$ cat config.mk
export PLATFORM = sky130hd
export DESIGN_NAME = dcache_miss_ctrl
export DESIGN_NICKNAME = d
export VERILOG_FILES = /design/src/rtl/dcache_pkg.sv /design/src/rtl/dcache_victim_sel.sv /design/src/rtl/dcache_miss_ctrl.sv
export SDC_FILE = /design/constraint.sdc
export NUM_CORES = 1
export LEC_CHECK = 0
export CORE_ASPECT_RATIO = 0.5
export CORE_MARGIN = 3
export CORE_UTILIZATION = 41
export CTS_CLUSTER_DIAMETER = 50
export DETAILED_ROUTE_END_ITERATION = 10
export HOLD_SLACK_MARGIN = 0.06
export PLACE_DENSITY = 0.85
export SLEW_MARGIN = 20
export SYNTH_ARGS = -nofsm -noshare
export SYNTH_HDL_FRONTEND = slang
export SYNTH_SLANG_ARGS = --single-unit
$ cat constraint.sdc
create_clock -name clk -period 3.9 [get_ports clk]
set_input_delay 1.17 -clock clk [delete_from_list [all_inputs] [get_ports clk]]
set_output_delay 1.17 -clock clk [all_outputs]
set_load 0.05 [all_outputs]
$ cat src/rtl/dcache_pkg.sv
// dcache_pkg: shared types, default geometry and line-address helper for the dcache miss path
package dcache_pkg;
  typedef enum logic [2:0] {IDLE, WB_ADDR, WB_DATA, WB_RESP, RF_ADDR, RF_DATA, RF_FIN} miss_state_t;
  localparam int DEF_WAY_NUM = 4;
  localparam int DEF_LINE_WORDS = 8;
  localparam int OFFSET_W = $clog2(DEF_LINE_WORDS * 4);
  localparam int WAY_W = $clog2(DEF_WAY_NUM);
  function automatic logic [63:0] line_mask(input logic [63:0] addr, input int off_w);
    return addr & ~((64'd1 << off_w) - 64'd1);
  endfunction
endpackage

$ cat src/rtl/dcache_victim_sel.sv
// dcache_victim_sel: round-robin replacement pointer
//   clk, resetn : clock, synchronous active-low reset (pointer -> 0)
//   advance     : step the pointer once, wrapping WAY_NUM-1 -> 0
//   way         : current victim way
module dcache_victim_sel #(
  parameter int WAY_NUM = 4
) (
  input  logic                       clk,
  input  logic                       resetn,
  input  logic                       advance,
  output logic [$clog2(WAY_NUM)-1:0] way
);
  always_ff @(posedge clk)
    if (!resetn) way <= '0;
    else if (advance) way <= way + 1'b1;
endmodule

$ cat src/rtl/dcache_miss_ctrl.sv
// dcache_miss_ctrl: dcache miss sequencer (stall, dirty writeback, burst refill, tag update)
//   CPU side  : cpu_req/cpu_addr/hit in, stall out
//   victim    : victim_dirty/victim_tag_addr in, victim_way out
//   writeback : wr_req/wr_addr/wr_ready, wr_valid/wr_word_idx/wr_last/wr_wready, wr_done
//   refill    : rd_req/rd_addr/rd_ready, ret_valid/ret_last, refill_we/refill_word_idx
//   tag_we, busy
//   Optional DCACHE_PERF_CNT_EN adds saturating perf_hit_cnt/perf_miss_cnt/perf_wb_cnt.
module dcache_miss_ctrl
  import dcache_pkg::*;
#(
  parameter int WAY_NUM    = 4,
  parameter int LINE_WORDS = 8,
  parameter int ADDR_W     = 32
) (
  input  logic                          clk,
  input  logic                          resetn,
  input  logic                          cpu_req,
  input  logic [ADDR_W-1:0]             cpu_addr,
  input  logic                          hit,
  input  logic                          victim_dirty,
  input  logic [ADDR_W-1:0]             victim_tag_addr,
  output logic                          stall,
  output logic [$clog2(WAY_NUM)-1:0]    victim_way,
  output logic                          wr_req,
  output logic [ADDR_W-1:0]             wr_addr,
  input  logic                          wr_ready,
  output logic                          wr_valid,
  output logic [$clog2(LINE_WORDS)-1:0] wr_word_idx,
  output logic                          wr_last,
  input  logic                          wr_wready,
  input  logic                          wr_done,
  output logic                          rd_req,
  output logic [ADDR_W-1:0]             rd_addr,
  input  logic                          rd_ready,
  input  logic                          ret_valid,
  input  logic                          ret_last,
  output logic                          refill_we,
  output logic [$clog2(LINE_WORDS)-1:0] refill_word_idx,
  output logic                          tag_we,
  output logic                          busy
`ifdef DCACHE_PERF_CNT_EN
  ,
  output logic [31:0]                   perf_hit_cnt,
  output logic [31:0]                   perf_miss_cnt,
  output logic [31:0]                   perf_wb_cnt
`endif
);
  localparam int OFF_W = $clog2(LINE_WORDS * 4);
  localparam int CW = $clog2(LINE_WORDS);
  miss_state_t state, nxt;
  logic [CW-1:0] cnt, cnt_nxt;
  logic [ADDR_W-1:0] line_q, wb_q;
  logic miss, last_word;
  assign miss = cpu_req && !hit;
  assign last_word = cnt == CW'(LINE_WORDS - 1);
  dcache_victim_sel #(.WAY_NUM(WAY_NUM)) u_victim (
    .clk(clk),
    .resetn(resetn),
    .advance(state == RF_FIN),
    .way(victim_way)
  );
  always_ff @(posedge clk)
    if (!resetn) state <= IDLE;
    else state <= nxt;
  always_comb begin
    nxt = state;
    case (state)
      IDLE:    if (miss) nxt = victim_dirty ? WB_ADDR : RF_ADDR;
      WB_ADDR: if (wr_ready) nxt = WB_DATA;
      WB_DATA: if (wr_wready && last_word) nxt = WB_RESP;
      WB_RESP: if (wr_done) nxt = RF_ADDR;
      RF_ADDR: if (rd_ready) nxt = RF_DATA;
      RF_DATA: if (ret_valid && ret_last) nxt = RF_FIN;
      RF_FIN:  nxt = IDLE;
      default: nxt = IDLE;
    endcase
  end
  always_comb begin
    stall = state != IDLE || miss;
    busy = state != IDLE;
    wr_req = state == WB_ADDR;
    wr_addr = wb_q;
    wr_valid = state == WB_DATA;
    wr_word_idx = cnt;
    wr_last = state == WB_DATA && last_word;
    rd_req = state == RF_ADDR;
    rd_addr = line_q;
    refill_we = state == RF_DATA && ret_valid;
    refill_word_idx = cnt;
    tag_we = state == RF_FIN;
  end
  // Counter is held at zero outside the burst states, so every burst starts at word 0.
  always_comb
    cnt_nxt = (state == WB_DATA && wr_wready) || (state == RF_DATA && ret_valid) ? cnt + 1'b1 :
              (state == WB_DATA || state == RF_DATA) ? cnt : '0;
  always_ff @(posedge clk)
    if (!resetn) begin
      cnt <= '0;
      line_q <= '0;
      wb_q <= '0;
    end else begin
      cnt <= cnt_nxt;
      if (state == IDLE && miss) begin
        line_q <= ADDR_W'(line_mask(64'(cpu_addr), OFF_W));
        wb_q <= victim_tag_addr;
      end
    end
`ifdef DCACHE_PERF_CNT_EN
  always_ff @(posedge clk)
    if (!resetn) begin
      perf_hit_cnt <= '0;
      perf_miss_cnt <= '0;
      perf_wb_cnt <= '0;
    end else if (state == IDLE && cpu_req) begin
      if (hit) perf_hit_cnt <= perf_hit_cnt + 32'(perf_hit_cnt != '1);
      else perf_miss_cnt <= perf_miss_cnt + 32'(perf_miss_cnt != '1);
      if (!hit && victim_dirty) perf_wb_cnt <= perf_wb_cnt + 32'(perf_wb_cnt != '1);
    end
`endif
endmodule

==> results.md, run 1 <==
- In this run, post-CTS repair resized a total of 0 instances.
- After floorplanning, the core was divided into 20 placement rows.
- The chip width is about 120 um.
- The final routed DRC violation total is 0.
- The total inserted antenna cells is 0.
- Dividing the synthesized area by the synthesized cell count gives 8.45 sq um.
- The number of setup buffers added after CTS is 0.
- After layout, the worst path uses a little under nine tenths of the clock period.
- The worst hold path belongs to the class reg2reg.
- The fill cell total of the finished layout is between 500 and 600.
- The buffer depth of the longest clock path is 2.
- The most used standard cell by instance count after synthesis is nand2_1.
- The critical path is of the reg2out type.
- The highest fanout seen on the critical path is 15.
- Yosys attributes the largest share of cell area to dfxtp_1, nand2_1, a21boi_1.
- In this run the biggest area consumer among cell types represents 48.1% of the synthesized area.
- The global-route usage over all layers is between 10% and 20%.
- Entering global routing, the biggest net connects 70 pins.
- The proportion of synthesized chip area in sequential cells is between 40% and 50%.
- The setup slack after layout is 0.532 ns.
- After clock tree synthesis, the clock-pin slew on the worst setup and hold paths is approximately 0.050 ns.
- The shortest clock period the worst path allows after layout is around 3.4 ns.
- For this configuration, the core starts out at a cell density of around 44%.
- The die is between 60 and 70 um tall.
- The total number of vias is ~2,600.
- The root buffer cell is clkbuf_16.
- The wire length of the first global-routing pass is about 12,000 um.
- The kind of end point of the critical path is an output pin.
- Before antenna repair, the detailed router went through 4 iterations.
- For the worst setup path, the data required time is 2.73 ns.
- The quantity of hold-fixing buffers added after cts is 0.
- The via density per instance is 4.67.
- For the worst setup path, the data arrival time is between 2 and 2.5 ns.
- The worst-case clock skew is around 0.0038 ns.
- The initial antenna violation count came to 0.
- The final estimated routing congestion in global placement is around 0.78.
- The mean routed wirelength per cell is approximately 13 um.
- The cell area after synthesis is between 2000 and 3000 sq um.
- The number of different library cells used by synthesis comes to 36.
- Across the run, the number of max-cap violations was 0.
- The floorplan step defined a die boundary enclosing ~7900 sq um.
- In this run the power density over the cells is about 610 nW/um^2.
- Buffers inserted during clock tree synthesis total 9.
- The run finished with clean final reports.
- The net count of the finished layout is about 540.
- TritonCTS built the clock tree.
- During synthesis, Yosys emitted a total of 0 warnings.
- Setup violations remaining at the end of the flow were counted as 0.
- For the pin with the worst max-slew slack, the measured transition is between 1 and 1.5 ns.
- In the synthesized netlist, the cells that appear most often are nand2_1, dfxtp_1, a21boi_1.
- The area growth from synthesis to layout is 62.1%.
- The cell taking the most area after synthesis is dfxtp_1.
- After floorplanning, the core was sized to cover between 6000 and 7000 sq um.
- The synthesis-stage register bit count is 67.
- The final number of hold-violating endpoints is 0.
- For this run the aggregate overflow at the end of global routing stands at 0.
- The H-tree depth is 3.
- The worst slack after detailed placement is roughly 0.59 ns.
- The number of global-route vias before repair is about 2,500.
- In this run the remaining antenna-violating nets after routing total 0.
- Leaving out filler cells and counting taps, the final layout contains 553.
- The final worst hold slack is roughly 0.45 ns.
- Synthesis handed over a netlist of 330 instances.
- For this block, the initial DRC count from the detailed router was 112.
- STA classifies the critical path startpoint as a flip-flop.
- Setup repair after global routing left no endpoint under its margin.
- Counting every sink on the clock net gives 67.
- The proportion of synthesized flip-flops having asynchronous set or reset is 0%.
- The tightest slew margin relative to the limit is 33.2%.
- The final core utilization is 71.4%.
- The number of placed instances, taps included, is about 540.
- The fraction of layout cells with a size suffix above 1 is between 5 and 6%.
- Port buffering added roughly 140 buffers.
- The number of enable-type register cells in the synthesized netlist is 0.
- The primary flip-flop cell chosen by synthesis mapping is dfxtp_1.
- The sum of negative setup slack is 0 ns.
- The number of primary I/O pins is roughly 160.
- The cell leakage power is between 1.5 and 2 nW.
- The worst-case IR drop observed on VDD is around 350 uV.
- The total wire length is 7440 um.
- The final-report max-slew violation count is 0.
- The later pin in the worst-skew pair is clocked with a latency of 0.31 ns.
- The final HPWL from detailed placement is between 5000 and 6000 um.
- For this run, the top clock speed supported by timing is between 200 and 300 MHz.
-- state kept, by name, summed over array words and instances, names as in the netlist --
| register | count |
|---|---|
| u_victim.way | 2 |
| state | 3 |
| refill_word_idx | 3 |
| rd_addr | 27 |
| wr_addr | 32 |
-- stage by stage --
step | power (W) | area, sq um
2_1_floorplan | 0.00163 | 2800
3_3_place_gp | 0.00198 | 4210
3_5_place_dp | 0.00200 | 4210
4_1_cts | 0.00281 | 4520
5_1_grt | 0.00291 | 4520
6_report | 0.00278 | 4520
-- layout by cell type, fill, tap and decap left out, types with 2 or more instances in the layout --
cell type / n
a22o_1: 2
nor2b_1: 5
ha_1: 2
inv_1: 3
a22oi_1: 2
nand2_1: 126
clkbuf_16: 9
and3b_1: 2
dfxtp_1: 67
buf_4: 2
a21boi_0: 9
o21ai_1: 2
conb_1: 5
nand4b_1: 2
mux2i_1: 2
and2_1: 5
o21ai_0: 2
a21boi_1: 50
clkdlybuf4s50_1: 141
clkbuf_8: 6
buf_12: 2
-- area by class of cell --
type	instances	area [sq um]	share of cell area, %
inverters	4	15.0	0.332
flip-flops and latches	67	1340	29.7
repair buffers	146	1470	32.5
multi-input cells	232	1270	28.1
clock buffers	16	312	6.89
well taps	88	110	2.43
-- where the power goes --
group | switching, W | internal [W] | leakage, nW
combinational | 0.000715 | 0.000402 | 0.971
clock | 0.000263 | 0.000535 | 0.155
sequential | 0.0000819 | 0.000782 | 0.545
total | 0.00106 | 0.00172 | 1.67
-- path summary, 6_finish.rpt --
kind,start,end,slack (ns),depth (start not counted)
setup reg to reg,state[0],wr_addr[30],2.02,6
hold reg to reg,wr_addr[23],wr_addr[23],0.45,2
setup / recovery,state[1],wr_last,0.53,3
hold / removal,wr_addr[23],wr_addr[23],0.45,2
-- metal layers --
metal / wire length, um / track usage, % / vias up
li1: - / - / 1318
met1: 3020 / 21.8 / 1182
met2: 3960 / 34.7 / 69
met3: 360 / 5.22 / 11
met4: 97 / 6.14 / 0
met5: 0 / 0 / -
-- worst max-delay path, stage by stage (launching register included) --
cell	delay, ns
dfxtp_1	0.59
nor3b_2	0.33
and2_1	0.16
clkdlybuf4s50_1	0.80
-- logic make-up after synthesis --
logic type | share of synthesized area [%]
XOR/XNOR | 0.628
multiplexers | 0.718
AO/OA/AOI/OAI | 18.8
flip-flops | 48.1
other | 0.134
buffers and inverters | 6.91
AND/OR/NAND/NOR | 23.8
adder cells (fa/ha/maj) | 0.897
(Power assumes the default switching activity.)
==> inputs of run 2 (changes only) <==
Settings changed: REMOVE_ABC_BUFFERS from default to 1.
==> run 2 against run 1 <==
Against the previous run: die area unchanged; via count decreased by 0.62%; global-route usage increased by 0.27 points; clock power decreased by 2%; sequential share of layout area increased by 0.11 points; non-clock buffer count unchanged; count of clock-buffer cells in the layout decreased by 5; routed wire length decreased by 0.32%; first-iteration DRC count increased by 36%; critical path depth unchanged; critical endpoint unchanged.
==> results.md, run 2 (same netlist as run 1, synthesis figures left out) <==
- The number of global-route vias before repair is 2,480 (was 2,515).
- Critical path cell sequence: nor3b_2, and2_1, clkdlybuf4s50_1 (unchanged).
- Unrepaired setup endpoints after global routing: no (unchanged).
- The final routed DRC violation total was 0 (unchanged).
- The sum of negative setup slack was 0 ns (unchanged).
- The most frequent standard cell in the layout excluding fill and tap cells is clkdlybuf4s50_1 (unchanged).
- The final-report max-slew violation count is 0 (unchanged).
- The highest fanout seen on the critical path came to 15 (unchanged).
- The via density per instance is 4.64 (was 4.67).
- The worst reg2reg path startpoint is state[0] (unchanged).
- The net switching share of the total power is 38.8% (was 38.1%).
- The cell leakage power is 1.66 nW (was 1.67 nW).
- The number of resized instances in the post-cts repair step is 0 (unchanged).
- The final core utilization is 71.2% (was 71.4%).
- The data required time at the worst endpoint is 2.73 ns (about the same).
- The wire length of the first global-routing pass is 12,100 um (was 12,000 um).
- The final HPWL from detailed placement came to 5010 um (was 5180 um).
- The buffer depth of the longest clock path is 2 (unchanged).
- The tightest slew margin relative to the limit is 33.5% (was 33.2%).
- The worst-case vdd ir drop is 523 uV (was 348 uV).
- The fraction of the cycle the final worst path needs is 87.9% (was 86.4%).
- The critical path's largest stage delay came to 0.80 ns (about the same).
- The max-cap check violation count is 0 (unchanged).
- Highest-count cells in the layout ignoring fill and taps: clkdlybuf4s50_1, nand2_1, dfxtp_1 (unchanged).
- The clock input transition at the sequential cells of the worst setup and hold paths is 0.05 ns (about the same).
- The total wire length is 7410 um (was 7440 um).
- The number of violations reported at the end of detailed-routing iteration 0 came to 152 (was 112).
- The count of port buffers added during placement came to 144 (unchanged).
- The total global routing overflow came to 0 (unchanged).
- The total number of placement rows is 20 (unchanged).
- The floorplan die height is 64.3 um (unchanged).
- The number of clock sinks seen by CTS came to 67 (unchanged).
- The quantity of hold-fixing buffers added after cts came to 0 (unchanged).
- The design internal power came to 0.00169 W (was 0.00172 W).
- The power share of the clock group is 28.5% (was 28.7%).
- The worst-case clock skew is 0.00595 ns (was 0.00379 ns).
- The upper clock frequency limit is 292 MHz (was 297 MHz).
- The critical path startpoint is state[1] (unchanged).
- The post-CTS repair timing setup buffer count was 0 (unchanged).
- The number of antenna-violating nets in the routed design is 0 (unchanged).
- The initial antenna violation count was 0 (unchanged).
- Status: completed (unchanged).
- The critical path's slowest cell was clkdlybuf4s50_1 (unchanged).
- The clock latency on the worst-skew pair was 0.32 ns (was 0.31 ns).
- The number of search-and-repair iterations in the first detailed-routing pass is 4 (unchanged).
- The final number of hold-violating endpoints is 0 (unchanged).
- The total inserted antenna cells is 0 (unchanged).
- The cell family contributing the most delay on the critical path is buffers and inverters (unchanged).
- The final estimated routing congestion in global placement came to 0.780 (was 0.782).
- The number of primary I/O pins was 155 (unchanged).
- The final cell count without fillers is 553 (unchanged).
- The power density of the placed cells is 611 nW/um^2 (was 614 nW/um^2).
- The type of the most critical hold path is reg2reg (unchanged).
- The root buffer cell is clkbuf_16 (unchanged).
- The startpoint of the worst hold path was wr_addr[19] (was wr_addr[23]).
- The total setup violations reported at the end of the flow came to 0 (unchanged).
- The overall die area came to 7890 sq um (unchanged).
- The TritonCTS clock tree is built (unchanged).
- The net count of the finished layout is 537 (unchanged).
- The total clock buffers created by CTS is 9 (unchanged).
- The measured slew at the worst slew-check pin is 0.998 ns (was 1.00 ns).
- The number of flip-flops under the largest register name was 32 (unchanged).
- The chip width was 123 um (unchanged).
- The effective utilization at floorplan is 44.1% (unchanged).
- The kind of end point of the critical path was an output pin (unchanged).
- The net switching power of the design is 0.00107 W (was 0.00106 W).
- The fraction of power consumed by combinational cells came to 40.1% (was 40.2%).
- The area inside the core boundary is 6330 sq um (unchanged).
- The mean routed wirelength per cell is 13.4 um (about the same).
- The total number of vias was 2,564 (was 2,580).
- The sequential group share of total power is 31.4% (was 31.1%).
- The endpoint arrival time on the critical path is 2.26 ns (was 2.20 ns).
- The type of origin of the critical path is a flip-flop (unchanged).
- The path type of the worst setup path is reg2out (unchanged).
- The area growth from synthesis to layout is 61.6% (was 62.1%).
- The number of cells after detailed placement is 537 (unchanged).
- The number of buffers and inverters on the critical path is 1 (unchanged).
- The largest net degree at the start of global routing is 70 (unchanged).
- The shortest clock period the worst path allows after layout came to 3.43 ns (was 3.37 ns).
- The fraction of layout cells with a size suffix above 1 was 5.81% (unchanged).
- The H-tree depth is 3 (unchanged).
- The global-route usage over all layers was 19.4% (was 19.1%).
[run 2: cell count changes in the layout (fill, tap and decap cells not counted)]
cell / before / now
clkbuf_8: 6 / 1
clkinvlp_4: 0 / 1
clkinv_2: 0 / 3
bufinv_16: 0 / 1
[run 2: metal layers]
layer  wire length, um  track usage, %
met5                 0               0
met4               138            6.83
met3               305            5.66
met2              3920            34.9
met1              3050            21.9
[run 2: final timing paths]
check                     end  slack [ns]  depth (start not counted)
setup / recovery      wr_last        0.47                          3
setup reg to reg  wr_addr[24]        2.09                          6
hold reg to reg   wr_addr[19]        0.45                          2
hold / removal    wr_addr[19]        0.45                          2
[run 2: power by group through the flow]
| stage | sequential [W] | combinational [W] | clock (W) |
|---|---|---|---|
| global route | 0.000882 | 0.00118 | 0.000835 |
| CTS | 0.000864 | 0.00111 | 0.000808 |
| detailed placement | 0.000877 | 0.00111 | 0 |
| floorplan | 0.00115 | 0.000413 | 0 |
| global placement | 0.000874 | 0.00111 | 0 |
| finish | 0.000864 | 0.00111 | 0.000784 |
[run 2: layout make-up]
| cell class | instances | area (sq um) |
|---|---|---|
| multi-input cells | 232 | 1270 |
| flip-flops and latches | 67 | 1340 |
| fillers | 508 | 1830 |
| repair buffers | 146 | 1470 |
| well taps | 88 | 110 |
| clock inverters | 5 | 52.6 |
| inverters | 4 | 15.0 |
| clock buffers | 11 | 243 |
[run 2: worst min-delay path: stages (launching register included)]
cell and delay, ns:
dfxtp_1 0.30, nand2_1 0.05, a21boi_1 0.05
[run 2: through the flow]
| stage | setup slack (ns) | power [W] | hold slack [ns] | instance area (sq um) |
|---|---|---|---|---|
| floorplan | 0.868 | 0.00157 | 0.577 | 2630 |
| global placement | 0.624 | 0.00198 | 0.440 | 4210 |
| detailed placement | 0.623 | 0.00198 | 0.445 | 4210 |
| CTS | 0.459 | 0.00279 | 0.452 | 4510 |
| global route | 0.321 | 0.00289 | 0.470 | 4510 |
| finish | 0.471 | 0.00275 | 0.449 | 4510 |
